`src/rtl/reg_file_2r1w_if.sv`:
```
// Bus bundle for the two-read/one-write register file: write port, two read
// ports, and the sticky address-error flag with its clear.
interface reg_file_2r1w_if #(
   parameter int MEM_WIDTH = 16,
   parameter int MEM_DEPTH = 8
);
   localparam int ADDR_WIDTH = (MEM_DEPTH > 1) ? $clog2(MEM_DEPTH) : 1;
   localparam int STRB_WIDTH = MEM_WIDTH / 8;

   // No backpressure: every request is taken on the edge that samples it.
   // RdValidN is the only completion signal, a one-cycle pulse per legal read.
   logic                  WrEn;
   logic [ADDR_WIDTH-1:0] WrAddr;
   logic [MEM_WIDTH-1:0]  WrData;
   logic [STRB_WIDTH-1:0] WrStrb;
   logic                  RdEn0;
   logic [ADDR_WIDTH-1:0] RdAddr0;
   logic                  RdEn1;
   logic [ADDR_WIDTH-1:0] RdAddr1;
   logic [MEM_WIDTH-1:0]  RdData0;
   logic [MEM_WIDTH-1:0]  RdData1;
   logic                  RdValid0;
   logic                  RdValid1;
   logic                  AddrErr;
   logic                  ErrClr;

   modport master (
      output WrEn, WrAddr, WrData, WrStrb,
      output RdEn0, RdAddr0, RdEn1, RdAddr1, ErrClr,
      input  RdData0, RdData1, RdValid0, RdValid1, AddrErr
   );

   modport slave (
      input  WrEn, WrAddr, WrData, WrStrb,
      input  RdEn0, RdAddr0, RdEn1, RdAddr1, ErrClr,
      output RdData0, RdData1, RdValid0, RdValid1, AddrErr
   );
endinterface

```
`src/rtl/reg_file_2r1w.sv`:
```
// Register file with one byte-strobed write port, two registered read ports,
// optional read-during-write bypass and a sticky out-of-range flag.
module reg_file_2r1w #(
   parameter int MEM_WIDTH = 16,
   parameter int MEM_DEPTH = 8,
   parameter bit BYPASS    = 1'b1
) (
   input logic            CLK,
   input logic            RST_n,
   reg_file_2r1w_if.slave bus
);
   localparam int ADDR_WIDTH = (MEM_DEPTH > 1) ? $clog2(MEM_DEPTH) : 1;
   localparam int STRB_WIDTH = MEM_WIDTH / 8;
   localparam logic [ADDR_WIDTH:0] DEPTH_LIM = (ADDR_WIDTH + 1)'(MEM_DEPTH);

   logic [MEM_WIDTH-1:0]  mem [MEM_DEPTH];
   logic                  wrInRange, rdInRange0, rdInRange1;
   logic                  wrLegal, rdLegal0, rdLegal1, errHit;
   logic [ADDR_WIDTH-1:0] wrIdx, rdIdx0, rdIdx1;
   logic [MEM_WIDTH-1:0]  wrMask, wrMerged, rdNext0, rdNext1;

   always_comb begin
      wrInRange  = {1'b0, bus.WrAddr}  < DEPTH_LIM;
      rdInRange0 = {1'b0, bus.RdAddr0} < DEPTH_LIM;
      rdInRange1 = {1'b0, bus.RdAddr1} < DEPTH_LIM;
      wrLegal    = bus.WrEn  && wrInRange;
      rdLegal0   = bus.RdEn0 && rdInRange0;
      rdLegal1   = bus.RdEn1 && rdInRange1;
      errHit     = (bus.WrEn  && !wrInRange) ||
                   (bus.RdEn0 && !rdInRange0) ||
                   (bus.RdEn1 && !rdInRange1);

      // Clamp indices so an illegal address never selects past the array end.
      wrIdx  = wrInRange  ? bus.WrAddr  : '0;
      rdIdx0 = rdInRange0 ? bus.RdAddr0 : '0;
      rdIdx1 = rdInRange1 ? bus.RdAddr1 : '0;

      wrMask = '0;
      for (int i = 0; i < STRB_WIDTH; i++) begin
         wrMask[8*i +: 8] = {8{bus.WrStrb[i]}};
      end
      wrMerged = (mem[wrIdx] & ~wrMask) | (bus.WrData & wrMask);

      rdNext0 = mem[rdIdx0];
      rdNext1 = mem[rdIdx1];
      if (BYPASS && wrLegal && (bus.WrAddr == bus.RdAddr0)) rdNext0 = wrMerged;
      if (BYPASS && wrLegal && (bus.WrAddr == bus.RdAddr1)) rdNext1 = wrMerged;
   end

   always_ff @(posedge CLK or negedge RST_n) begin
      if (!RST_n) begin
         for (int i = 0; i < MEM_DEPTH; i++) begin
            mem[i] <= '0;
         end
      end else if (wrLegal) begin
         mem[wrIdx] <= wrMerged;
      end
   end

   always_ff @(posedge CLK or negedge RST_n) begin
      if (!RST_n) begin
         bus.RdData0  <= '0;
         bus.RdData1  <= '0;
         bus.RdValid0 <= 1'b0;
         bus.RdValid1 <= 1'b0;
         bus.AddrErr  <= 1'b0;
      end else begin
         bus.RdValid0 <= rdLegal0;
         bus.RdValid1 <= rdLegal1;
         if (rdLegal0) bus.RdData0 <= rdNext0;
         if (rdLegal1) bus.RdData1 <= rdNext1;
         // A new error in the same cycle as a clear keeps the flag set.
         if (errHit) begin
            bus.AddrErr <= 1'b1;
         end else if (bus.ErrClr) begin
            bus.AddrErr <= 1'b0;
         end
      end
   end
endmodule

```
`src/flat_wrapper.sv`:
```
// flat-port wrapper written by rule: the top's interface ports become plain ports
module reg_file_2r1w_flat 
#(
   parameter int MEM_WIDTH = 16,
   parameter int MEM_DEPTH = 8,
   parameter bit BYPASS    = 1'b1
)
  (CLK, RST_n, bus_WrEn, bus_WrAddr, bus_WrData, bus_WrStrb, bus_RdEn0, bus_RdAddr0, bus_RdEn1, bus_RdAddr1, bus_ErrClr, bus_RdData0, bus_RdData1, bus_RdValid0, bus_RdValid1, bus_AddrErr);
  reg_file_2r1w_if #(.MEM_WIDTH(MEM_WIDTH), .MEM_DEPTH(MEM_DEPTH)) bus_i ();
  input logic CLK;
  input logic RST_n;
  input wire logic [$bits(bus_i.WrEn)-1:0] bus_WrEn;
  input wire logic [$bits(bus_i.WrAddr)-1:0] bus_WrAddr;
  input wire logic [$bits(bus_i.WrData)-1:0] bus_WrData;
  input wire logic [$bits(bus_i.WrStrb)-1:0] bus_WrStrb;
  input wire logic [$bits(bus_i.RdEn0)-1:0] bus_RdEn0;
  input wire logic [$bits(bus_i.RdAddr0)-1:0] bus_RdAddr0;
  input wire logic [$bits(bus_i.RdEn1)-1:0] bus_RdEn1;
  input wire logic [$bits(bus_i.RdAddr1)-1:0] bus_RdAddr1;
  input wire logic [$bits(bus_i.ErrClr)-1:0] bus_ErrClr;
  output wire logic [$bits(bus_i.RdData0)-1:0] bus_RdData0;
  output wire logic [$bits(bus_i.RdData1)-1:0] bus_RdData1;
  output wire logic [$bits(bus_i.RdValid0)-1:0] bus_RdValid0;
  output wire logic [$bits(bus_i.RdValid1)-1:0] bus_RdValid1;
  output wire logic [$bits(bus_i.AddrErr)-1:0] bus_AddrErr;
  assign bus_i.WrEn = bus_WrEn;
  assign bus_i.WrAddr = bus_WrAddr;
  assign bus_i.WrData = bus_WrData;
  assign bus_i.WrStrb = bus_WrStrb;
  assign bus_i.RdEn0 = bus_RdEn0;
  assign bus_i.RdAddr0 = bus_RdAddr0;
  assign bus_i.RdEn1 = bus_RdEn1;
  assign bus_i.RdAddr1 = bus_RdAddr1;
  assign bus_i.ErrClr = bus_ErrClr;
  assign bus_RdData0 = bus_i.RdData0;
  assign bus_RdData1 = bus_i.RdData1;
  assign bus_RdValid0 = bus_i.RdValid0;
  assign bus_RdValid1 = bus_i.RdValid1;
  assign bus_AddrErr = bus_i.AddrErr;
  reg_file_2r1w #(.MEM_WIDTH(MEM_WIDTH), .MEM_DEPTH(MEM_DEPTH), .BYPASS(BYPASS)) u_core (.CLK(CLK), .RST_n(RST_n), .bus(bus_i));
endmodule
```
`config.mk`:
```
export PLATFORM = sky130hd
export DESIGN_NAME = reg_file_2r1w_flat
export DESIGN_NICKNAME = d
export VERILOG_FILES = /design/src/rtl/reg_file_2r1w_if.sv /design/src/rtl/reg_file_2r1w.sv /design/src/flat_wrapper.sv
export SDC_FILE = /design/constraint.sdc
export NUM_CORES = 1
export LEC_CHECK = 0
export CAP_MARGIN = 15
export CORE_MARGIN = 1
export CORE_UTILIZATION = 25
export DETAILED_ROUTE_END_ITERATION = 6
export PLACE_DENSITY = 0.41
export RECOVER_POWER = 100
export SYNTH_ARGS = -nofsm -noshare
export SYNTH_HDL_FRONTEND = slang
export SYNTH_SLANG_ARGS = --single-unit
```
`constraint.sdc`:
```
create_clock -name CLK -period 1.65 [get_ports CLK]
set_clock_uncertainty 0.1 [all_clocks]
set_input_delay 0.33 -clock CLK [delete_from_list [all_inputs] [get_ports CLK]]
set_output_delay 0.33 -clock CLK [all_outputs]
set_load 0.03 [all_outputs]
```
Word-level counts from Yosys, hierarchy flattened
Index checks and enable logic that the tools add are counted.

Bits in registers: 162. Input bits: 33. Output and inout bits: 35. Word-level logic and storage cells: 42.

Magnitude comparators: 4. Equality and inequality tests: 2. Multiplexer cells: 14. Bitwise logic cells: 7. Reduce and logical (&&, ||, !) cells: 3.

Operators with widths (number): 16-bit binary-select mux with 3-bit select (3); 16-bit 2-to-1 mux (9); 128-bit bitwise mux (1); 16-bit demux with 3-bit select (1); 16-bit bitwise AND (2); 16-bit inverter (1); 16-bit OR (1); 4-bit greater-or-equal comparator (second input constant) (3); 3-bit inverter with 4-bit output (3); 3-bit == test (2); 4-bit by 1-bit < comparator with 1-bit output (second input constant) (1); 1-bit logical AND (3).

Logic depth before layout (Yosys ltp)
Word-level depth: 7. Depth in mapped cells: 7. Depth with buffers taken out: 4.

Worst setup path before layout
Ideal clock, no wire load.

Kind: input port to flip-flop. Start point: input port bus_RdAddr1[2]. End point: register u_core.bus.RdData1[5]. Setup time: 0.144 ns. Data arrival time: 1.642 ns. Required time: 1.406 ns. Slack: -0.236 ns. Stages: 6. Buffers on the path: 2. Cells stage by stage: buf_2 > buf_1 > mux4_2 > mux2_2 > a22oi_1 > o31ai_1.

Cells in the longest elaborated chain, start to end: 5. Elaborated cells between the ends (all ways): 7. Those cells by class: eq/ne: 1; mux: 4; bitwise: 1; reduce/logical: 1.

Ends and longest elaborated chain: start, declared (line flat_wrapper.sv:19) `input wire logic [$bits(bus_i.RdAddr1)-1:0] bus_RdAddr1;`; 3-bit inverter with 4-bit output (not written as such) (line reg_file_2r1w.sv:45) `rdNext1 = mem[rdIdx1];`; 16-bit binary-select mux with 3-bit select (line reg_file_2r1w.sv:45); 16-bit 2-to-1 mux (not written as such) (2 in series) (line reg_file_2r1w.sv:45); 16-bit 2-to-1 mux * (line reg_file_2r1w.sv:47) `if (BYPASS && wrLegal && (bus.WrAddr == bus.RdAddr1)) rdNext1 = wrMerged;`; end signal, assigned (line reg_file_2r1w.sv:71) `if (rdLegal1) bus.RdData1 <= rdNext1;`; end, declared (line reg_file_2r1w_if.sv:36) `output RdData0, RdData1, RdValid0, RdValid1, AddrErr`.

Every way passes the cells marked *; elsewhere a longest branch is shown, timed or not. The select of a mux whose other input is x is not followed. A chain may end at the register's enable or synchronous reset.

Worst setup path after layout
Start point: register u_core.mem[11] in the netlist's numbering. End point: register u_core.mem[27] in the netlist's numbering.

Cells in the longest elaborated chain, start to end: 6.

Ends and longest elaborated chain: start, declared (line reg_file_2r1w.sv:16) `logic [MEM_WIDTH-1:0] mem [MEM_DEPTH];`; start signal, assigned by index (line reg_file_2r1w.sv:56) `mem[wrIdx] <= wrMerged;`; 16-bit binary-select mux with 3-bit select (line reg_file_2r1w.sv:42) `wrMerged = (mem[wrIdx] & ~wrMask) | (bus.WrData & wrMask);`; 16-bit 2-to-1 mux (not written as such) (2 in series) (line reg_file_2r1w.sv:42); 16-bit bitwise AND (line reg_file_2r1w.sv:42); 16-bit OR (line reg_file_2r1w.sv:42); 128-bit bitwise mux (line reg_file_2r1w.sv:56).

Every way passes these cells. The select of a mux whose other input is x is not followed.

==> run summary <==
For this design, the slowest cell found on the critical path is dfrtp_1. The row count came out at 72. The area share of the largest cell type after synthesis is 0.410. The highest ir drop seen on vdd is 0.000627 V. For this run, the leading register cell type out of synthesis is dfrtp_1.

Synthesis produced a netlist whose cell count is 836. Data on the critical path arrives at its endpoint at 1.86 ns. By area the synthesized netlist is led by dfrtp_1, o31ai_1, mux4_2.

In the final layout, the share of cells above drive strength 1 is 0.424. In the finished design, the share of the clock period the worst path needs comes to 0.999. The global routing usage summed across all routing layers came out at 0.180. The starting density of the core is 0.255. The filler cell count in the final layout came out at 3867. The final RePlAce weighted congestion came out at 0.820. The first-iteration detailed-routing DRC count came out at 558. The number of buffers added on ports is 65.

The data required time at the worst endpoint came out at 1.86 ns. Compared with the post-synthesis result, the final layout area differs by 35.6%. The width of the chip is 201 um. The level count of the clock H-tree is 4.

dfrtp_1 is the most common cell in the netlist. Grouping stages by cell kind, the critical path spends the most delay in compound AO/OA/AOI/OAI gates. The class of the tightest hold or removal check is reg -> reg. The type of the worst setup path is reg -> reg.

The peak clock frequency supported by timing came out at 606 MHz. The maximum net fanout on the critical path came out at 5. Entering global routing, the biggest net connects 39 pins. The initial antenna violation count is 0.

The endpoint type of the worst setup path is a flop. The routed via count is 7905. The number of global-route vias before repair is 7865.

Counting instances in the post-synthesis netlist gives the leading cell types as dfrtp_1, o31ai_1, nand2_1, mux2i_1, mux4_2. The maximum count of clock buffers along a single path is 2. After detailed placement, the total cell area comes to 0.0123 mm^2. The final number of max-transition violations came out at 0. The number of buffer and inverter instances along the worst setup path came out at 2. The max-capacitance violation count is 0. The wire length of the first global-routing pass is 53400 um. The critical path startpoint category is a flop.

The residual antenna-violating net count after detailed routing is 0. The root buffer selected by CTS is clkbuf_16. The repair_antennas step left the layout with diodes totalling 0. Setup repair after global routing could not meet its margin everywhere. The register bit count reported by yosys is 162. The placed wire-length estimate after detailed placement is 25400 um.

The multi-input combinational cells in the finished layout cover a total of 0.00560 mm^2. The height of the die came out at 201 um. After detailed routing, the average wire length per cell comes to 23.0 um. The total wire length came out at 36000 um. The maximum single-stage delay on the critical path is 0.41 ns. The flow ran to the end, and the final reports show no timing, DRC or antenna violations. The number of remaining DRC errors is 0. The actual transition at the worst max-transition pin is 0.870 ns.

In this run the static leakage power is 5.62 nW. A synthesized cell averages 11.8 um^2. The number of distinct library cells after synthesis came out at 41. The CTS tree is built. The shortest period the worst path allows came out at 1.65 ns. The clock-pin slew on the worst setup and hold paths is 0.06 ns.

The worst hold margin is 0.420 ns. Pin placement for this block handled 68 I/O pins. Setup violations remaining at the end of the flow were counted as 0.

The net count reported at finish is 1070. In this run the power density over the cells is 1140 mW/mm^2. The area occupied by registers came out at 0.00405 mm^2.

For the worst-skew pair, the clock arrives at the later sink with an insertion delay of 0.45 ns. In this run, CTS created clock tree buffers numbering 17. After detailed routing, the number of vias per cell comes to 5.05.

The sequential area share after synthesis is 0.410. For this design, the sink count on the clock tree is 162. The synthesized net count came out at 869. The area of the die came out at 0.0404 mm^2. The number of detailed-routing iterations run before antenna repair is 6. The final count of hold timing violations is 0. The biggest area consumer among synthesized cells is dfrtp_1. The cell area after technology mapping came out at 0.00989 mm^2. Walking the worst path, the cells encountered are buf_4 -> mux2i_1 -> o21ai_1 -> a211oi_4 -> clkbuf_16 -> o31ai_1. The summed area of non-filler cells in the final layout is 0.0134 mm^2.

The number of enable-type register cells in the synthesized netlist is 0. The total congestion overflow is 0. The number of warning messages in the yosys log is 0. After synthesis, the share of flip-flops with an asynchronous set or reset is 1.00. After floorplanning, the core was sized to cover 0.0388 mm^2. The worst slew margin relative to its limit came out at 0.420.
[report_power, final]
part	internal [mW]	switching, mW
combinational	2.79	2.46
sequential	4.89	0.911
clock	2.59	1.66
total	10.3	5.04
[cells in the final DEF (no fill, tap or decap), types with 3 or more instances in the layout]
| cell type | count |
|---|---|
| o21bai_1 | 8 |
| a211oi_4 | 14 |
| a22oi_1 | 3 |
| o31ai_1 | 143 |
| o2bb2ai_1 | 9 |
| o31ai_2 | 7 |
| nand2_1 | 133 |
| nor2b_1 | 8 |
| buf_4 | 150 |
| nor2_2 | 7 |
| mux2_4 | 18 |
| clkdlybuf4s15_2 | 6 |
| buf_12 | 35 |
| clkbuf_2 | 22 |
| clkbuf_16 | 18 |
| dfrtp_1 | 162 |
| a21oi_1 | 14 |
| o21ai_1 | 17 |
| clkbuf_1 | 6 |
| a22oi_2 | 29 |
| a211oi_1 | 6 |
| bufinv_16 | 4 |
| buf_6 | 8 |
| nor2b_2 | 3 |
| a211oi_2 | 9 |
| mux4_2 | 65 |
| nand3_1 | 6 |
| buf_2 | 7 |
| mux2i_2 | 7 |
| dlygate4sd2_1 | 3 |
| mux2_2 | 14 |
| mux2i_1 | 40 |
| clkdlybuf4s15_1 | 4 |
| clkdlybuf4s50_1 | 21 |
| xnor2_1 | 4 |
[worst reg2reg max path, stage by stage, from the launching register on]
cell and delay [ns]:
dfrtp_1 0.41, buf_4 0.15, mux2i_1 0.16, o21ai_1 0.11, a211oi_4 0.30, clkbuf_16 0.21
o31ai_1 0.07
[cell families (layout without fill, tap and decap cells)]
group	after synthesis	after routing	synth area share
xor gates and xnor gates	6	6	0.00531
AOI/OAI and AO/OA	269	269	0.223
buffers and inverters	87	298	0.0496
DFF	162	162	0.410
other	1	1	0.000379
muxes	144	144	0.242
and+or+nand+nor	167	167	0.0698
[state kept, by name, summed over array words and instances (netlist names)]
register,cells
u_core.mem,128
u_core.bus.RdData0,16
u_core.bus.RdData1,16
u_core.bus.RdValid0,1
u_core.bus.RdValid1,1
[area by class of cell]
cell class,count,share of cell area
Clock buffer,23,0.0349
Clock inverter,6,0.00971
Inverter,5,0.00140
Multi-Input combinational cell,587,0.418
Sequential cell,162,0.302
Tap cell,518,0.0483
Timing Repair Buffer,264,0.185
[final timing paths]
| path | from | end | slack, ns | depth (start not counted) |
|---|---|---|---|---|
| setup / recovery | u_core.mem[11]$_DFFE_PN0P_ | u_core.mem[27]$_DFFE_PN0P_ | 0.001 | 6 |
| hold / removal | u_core.mem[16]$_DFFE_PN0P_ | u_core.mem[16]$_DFFE_PN0P_ | 0.42 | 2 |
| setup reg to reg | u_core.mem[11]$_DFFE_PN0P_ | u_core.mem[27]$_DFFE_PN0P_ | 0.001 | 6 |
| hold reg to reg | u_core.mem[16]$_DFFE_PN0P_ | u_core.mem[16]$_DFFE_PN0P_ | 0.42 | 2 |
| max in group asynchronous | RST_n | u_core.mem[125]$_DFFE_PN0P_ | 0.19 | 3 |
| min in group asynchronous | RST_n | u_core.bus.RdData0[8]$_DFFE_PN0P_ | 0.44 | 2 |
[per-stage QoR]
step | setup TNS (ns) | worst slack, ns | utilization | total power, mW | std cells
finish | 0 | 0.00104 | 0.345 | 15.3 | 1565
floorplan | -3.14 | -0.116 | - | 8.66 | 836
CTS | -0.0118 | -0.00732 | 0.335 | 15.0 | 1531
global placement | -100.25 | -0.749 | 0.316 | 10.7 | 1493
detailed placement | -101.88 | -0.729 | 0.316 | 10.7 | 1493
global route | -0.869 | -0.0517 | 0.345 | 16.1 | 1565
[repair_timing]
action / in CTS / in global routing
pin swaps: 4 / 9
endpoints found under the setup margin: 190 / 126
setup buffers: 8 / 34
hold buffers: 1 / 0
resized for setup: 73 / 98
endpoints found under the hold margin: 22 / 0
cloned: 0 / 1
[per-layer routing]
layer,vias up,GRT usage,wire (um)
li1,3660,-,-
met1,4082,0.252,17000
met2,143,0.288,17500
met3,20,0.0255,1050
met4,0,0.0496,441
met5,-,0,0
(Power assumes the default switching activity.)
